File: src/rtl/prog_clock_divider.sv
// Multi-channel programmable clock divider; divisor reloads land on period boundaries.
// Optional SYNC phase-align input is built when PROG_CLOCK_DIVIDER_PHASE_ALIGN_EN is defined.
module prog_clock_divider #(
  parameter int               N_CH        = 2,
  parameter int               WIDTH       = 28,
  parameter logic [WIDTH-1:0] DEFAULT_DIV = WIDTH'(31250000)
) (
  input  logic             CLK_IN,
  input  logic             RST,
  input  logic [N_CH-1:0]  EN,
  input  logic             LOAD_VALID,
  input  logic [2:0]       LOAD_CH,
  input  logic [WIDTH-1:0] LOAD_DIV,
`ifdef PROG_CLOCK_DIVIDER_PHASE_ALIGN_EN
  input  logic             SYNC,
`endif
  output logic             LOAD_ERR,
  output logic [N_CH-1:0]  CLK_OUT,
  output logic [N_CH-1:0]  TICK
);

  localparam logic [3:0] N_CH_L = 4'(N_CH);

  logic load_bad;
  logic sync_req;

`ifdef PROG_CLOCK_DIVIDER_PHASE_ALIGN_EN
  assign sync_req = SYNC;
`else
  assign sync_req = 1'b0;
`endif

  assign load_bad = ({1'b0, LOAD_CH} >= N_CH_L) || (LOAD_DIV < WIDTH'(2));

  always_ff @(posedge CLK_IN or posedge RST) begin
    if (RST) LOAD_ERR <= 1'b0;
    else     LOAD_ERR <= LOAD_VALID && load_bad;
  end

  for (genvar i = 0; i < N_CH; i++) begin : g_ch
    logic [WIDTH-1:0] cnt;
    logic [WIDTH-1:0] div_active;
    logic [WIDTH-1:0] div_pend;
    logic             pend_valid;
    logic             clk_q;
    logic             tick_q;
    logic             load_hit;
    logic             term;
    logic             apply;

    assign load_hit = LOAD_VALID && !load_bad && (LOAD_CH == 3'(i));
    assign term     = (cnt == div_active - WIDTH'(1));
    // A pending divisor may only take over where the phase restarts at zero.
    assign apply    = !EN[i] || sync_req || term;

    always_ff @(posedge CLK_IN or posedge RST) begin
      if (RST) begin
        cnt        <= '0;
        div_active <= DEFAULT_DIV;
        div_pend   <= DEFAULT_DIV;
        pend_valid <= 1'b0;
        clk_q      <= 1'b0;
        tick_q     <= 1'b0;
      end else begin
        if (!EN[i] || sync_req) begin
          cnt    <= '0;
          clk_q  <= 1'b0;
          tick_q <= 1'b0;
        end else begin
          clk_q <= (cnt < (div_active >> 1));
          if (term) begin
            cnt    <= '0;
            tick_q <= 1'b1;
          end else begin
            cnt    <= cnt + WIDTH'(1);
            tick_q <= 1'b0;
          end
        end
        if (apply && pend_valid) begin
          div_active <= div_pend;
          pend_valid <= 1'b0;
        end
        // A load on a boundary edge is parked here and waits for the next boundary.
        if (load_hit) begin
          div_pend   <= LOAD_DIV;
          pend_valid <= 1'b1;
        end
      end
    end

    assign CLK_OUT[i] = clk_q;
    assign TICK[i]    = tick_q;
  end

endmodule

File: config.mk
export PLATFORM = sky130hd
export DESIGN_NAME = prog_clock_divider
export DESIGN_NICKNAME = d
export VERILOG_FILES = /design/src/rtl/prog_clock_divider.sv
export SDC_FILE = /design/constraint.sdc
export NUM_CORES = 1
export LEC_CHECK = 0
export BUFFER_PORTS_ARGS = -buffer_cell sky130_fd_sc_hd__buf_2
export CORE_MARGIN = 4
export CORE_UTILIZATION = 25
export CTS_CLUSTER_SIZE = 25
export DETAILED_ROUTE_END_ITERATION = 10
export MAX_ROUTING_LAYER = met4
export PLACE_DENSITY = 0.45
export SYNTH_ARGS = -nofsm -noshare
export SYNTH_HDL_FRONTEND = slang
export SYNTH_SLANG_ARGS = --single-unit
File: constraint.sdc
create_clock -name CLK_IN -period 8.4 [get_ports CLK_IN]
set_input_delay 1.68 -clock CLK_IN [delete_from_list [all_inputs] [get_ports CLK_IN]]
set_output_delay 1.68 -clock CLK_IN [all_outputs]
set_load 0.1 [all_outputs]
==> metrics.txt <==
run status completed; share of cells above drive strength 1 19.9%; post-route ant nets 0; CP endpoint kind flip-flop; Ports 41; Resize count post-CTS 0; Finished Layout Cells 1827; RSZ-0062 raised after global routing false; Clock Sinks 175; nets 1305; IO buf count 40; # fillers 4881; # DRC 0; Peak Freq 0.236 GHz; postcts setup bufs 0; initial antenna violation count 1; CTS root buffer clkbuf_16; Leakage 5.44 nW; final critical-path share of the clock period 50.4%; Initial Util 25.4%; Routed WL 30.4 mm; Sw Share 33.4%; Crit Reg-Reg Startpoint g_ch[0].div_active[1]; EDFF count, synth 0; Max Slew Vio Count 0; CTS Hold Bufs 0; combinational share of power 22.8%; clock share of power 31.7%; global-route congestion overflow total 0; FF-to-FF setup slack 4170 ps; Synth top cells by count dfrtp_1 (123), nor2_1 (103), nand2_1 (100), inv_1 (71), mux2_2 (64); share of async-settable or async-resettable flops after synthesis 100%; Rel. slew slack 32.5%; adder-cell area share of the yosys netlist 6.07%; share of the synthesized area in the top cell type 26.7%; Pint 1.72 mW; die outline area 49700 sq um; largest family of logic cells by synthesized area simple AND/OR/NAND/NOR gates; number of buffers created by CTS 17; Syn Std Cell Area 11500 sq um; Synth area leaders dfrtp_1 (27%), dfstp_2 (12%), mux2_2 (6.2%), ha_1 (6.1%), xor2_1 (4.7%); Max-cap violations 0; DRT Pass-1 Iters 7; post-synthesis mux area share 8.95%; register area share after synthesis 38.5%; Worst Skew 14.7 ps; Critical path origin g_ch[0].div_active[1]; Peak VDD IR 0.118 mV; Synth Area in Compound Gates 10.6%; Setup crit start kind flip-flop; syn_nets 1302; GP Congestion 0.840; worst-case reg-to-reg path depth 11; clk buf depth 2; most instantiated library cell after synthesis dfrtp_1; Worst-Margin Slew 1010 ps; Worst-path clk slew 80 ps; Die H 223 um; total number of vias 8784; Area growth syn-to-layout 11.5%; largest area contributor in the netlist dfrtp_1; TritonCTS clock tree done; syn_area_per_cell 9.54 sq um; Setup crit end g_ch[0].div_active[27]; largest net degree at the start of global routing 72; crit path DAT 4540 ps; Yosys cell types 71; CP Max Fanout 54; H-tree level count 4; critical path class reg2reg; Synth Area in Simple Gates 21.4%; Sequential Power Share 45.4%; xor/xnor share of the synthesized area 9.33%; DP Wirelength 22.4 mm; first-pass GRT wire length 49.8 mm; Avg WL per Cell 16.7 um; Seq cells post-synth 175; Final min period 4230 ps; Row Count 78; Cells after DPL 1794; synth warn 0; Tot GR Track Use 12.8%; vias per inst 4.81; vias in the first global route 8861; chip width 223 um; later-pin clock latency in the skew report 450 ps; setup_tns 0 ps; core area 45500 sq um; Cells after Synth 1210; worst path required time 8710 ps; final setup violation count 0; main flop type after synthesis dfrtp_1; Min-Delay Path Class reg2reg; worst r2r dst g_ch[0].div_active[27]; DRC marker count from the first detailed-route iteration 617; Pwr Total 2.58 mW; Power Dens Cells 200 nW/um^2; final hold vios 0; total net switching power 0.862 mW
-- critical path: stages (launching register included) --
cell       delay (ps)
dfrtp_1           460
inv_1             120
ha_1              440
or4b_2            660
nor4_1            630
a21oi_1           180
nand2b_1          180
a211oi_1          410
o2bb2ai_4         170
buf_4             350
a222oi_1          360
nand3b_1          120
-- power groups by stage --
| stage | Clock, mW | Combinational, mW | Sequential (mW) |
|---|---|---|---|
| 3_5_place_dp | 0 | 0.591 | 1.19 |
| 6_report | 0.818 | 0.589 | 1.17 |
| 3_3_place_gp | 0 | 0.586 | 1.18 |
| 4_1_cts | 0.852 | 0.596 | 1.17 |
| 2_1_floorplan | 0 | 0.481 | 1.12 |
| 5_1_grt | 0.889 | 0.667 | 1.19 |
-- how the worst min path moves through the flow --
stage                                     from  slack, ps  cells after the start                     end
after floorplan            g_ch[1].div_pend[0]        450                      1   g_ch[1].div_active[0]
after detailed placement  g_ch[1].div_pend[13]        490                      1  g_ch[1].div_active[13]
final                      g_ch[1].div_pend[1]        500                      1   g_ch[1].div_active[1]
after global routing      g_ch[1].div_pend[16]        520                      1  g_ch[1].div_active[16]
after CTS                 g_ch[1].div_pend[13]        500                      1  g_ch[1].div_active[13]
after global placement     g_ch[1].div_pend[1]        480                      1   g_ch[1].div_active[1]
-- metrics by stage --
stage               instance area [sq um]  hold WS [ps]  worst slack (ps)  util (%)
finish                              12900           500              4170      28.3
global route                        12900           522              3900      28.3
CTS                                 12900           504              4100      28.3
detailed placement                  12300           488              4160      27.0
global placement                    12300           479              4230      27.0
floorplan                           11500           452              2060         -
-- cells by family after synthesis --
group	count (synthesis)
and+or+nand+nor	463
DFF	175
AOI/OAI and AO/OA	171
buffers and inverters	136
xor gates and xnor gates	123
muxes	86
adders and majority gates	56
-- routing by layer --
| layer | global-route usage, % | routed length, um | vias up | part of all wire (%) |
|---|---|---|---|---|
| li1 | - | - | 4324 | - |
| met1 | 17.4 | 15000 | 4314 | 49 |
| met2 | 20.0 | 14200 | 120 | 47 |
| met3 | 2.24 | 848 | 26 | 2.8 |
| met4 | 3.16 | 456 | 0 | 1.5 |
| met5 | - | 0 | - | 0 |
-- sequential cells by signal (all words and copies together), names as in the netlist --
| register | flops |
|---|---|
| g_ch.cnt | 56 |
| g_ch.clk_q | 2 |
| g_ch.div_pend | 56 |
| g_ch.tick_q | 2 |
| LOAD_ERR | 1 |
| g_ch.pend_valid | 2 |
| g_ch.div_active | 56 |
-- layout make-up --
| cell class | instances | area, sq um | area share, % |
|---|---|---|---|
| multi-input combinational | 899 | 6530 | 50.7 |
| sequential | 175 | 4440 | 34.5 |
| tap | 600 | 751 | 5.83 |
| clock buffer | 19 | 464 | 3.61 |
| inverter | 71 | 272 | 2.11 |
| timing repair buffer | 49 | 268 | 2.08 |
| clock inverter | 13 | 139 | 1.08 |
| antenna | 1 | 2.50 | 0.0194 |
-- placed cells by master (no fill, tap or decap), drive strengths merged, types with 7 or more instances in the layout --
| cell type | count |
|---|---|
| dfrtp | 123 |
| nor2 | 104 |
| nand2 | 101 |
| mux2 | 84 |
| inv | 78 |
| xor2 | 62 |
| xnor2 | 61 |
| ha | 56 |
| dfstp | 52 |
| buf | 49 |
| nor3 | 48 |
| nand3 | 36 |
| o21ai | 33 |
| a21oi | 32 |
| nand3b | 31 |
| and2 | 30 |
| nand4 | 28 |
| a21o | 20 |
| clkbuf | 19 |
| o311ai | 19 |
| nor4 | 18 |
| and3 | 17 |
| a222oi | 12 |
| or4 | 12 |
| and4 | 9 |
| nand2b | 7 |
| nor2b | 7 |
| a211oi | 7 |
No activity file was read; power rests on OpenSTA's default activity.
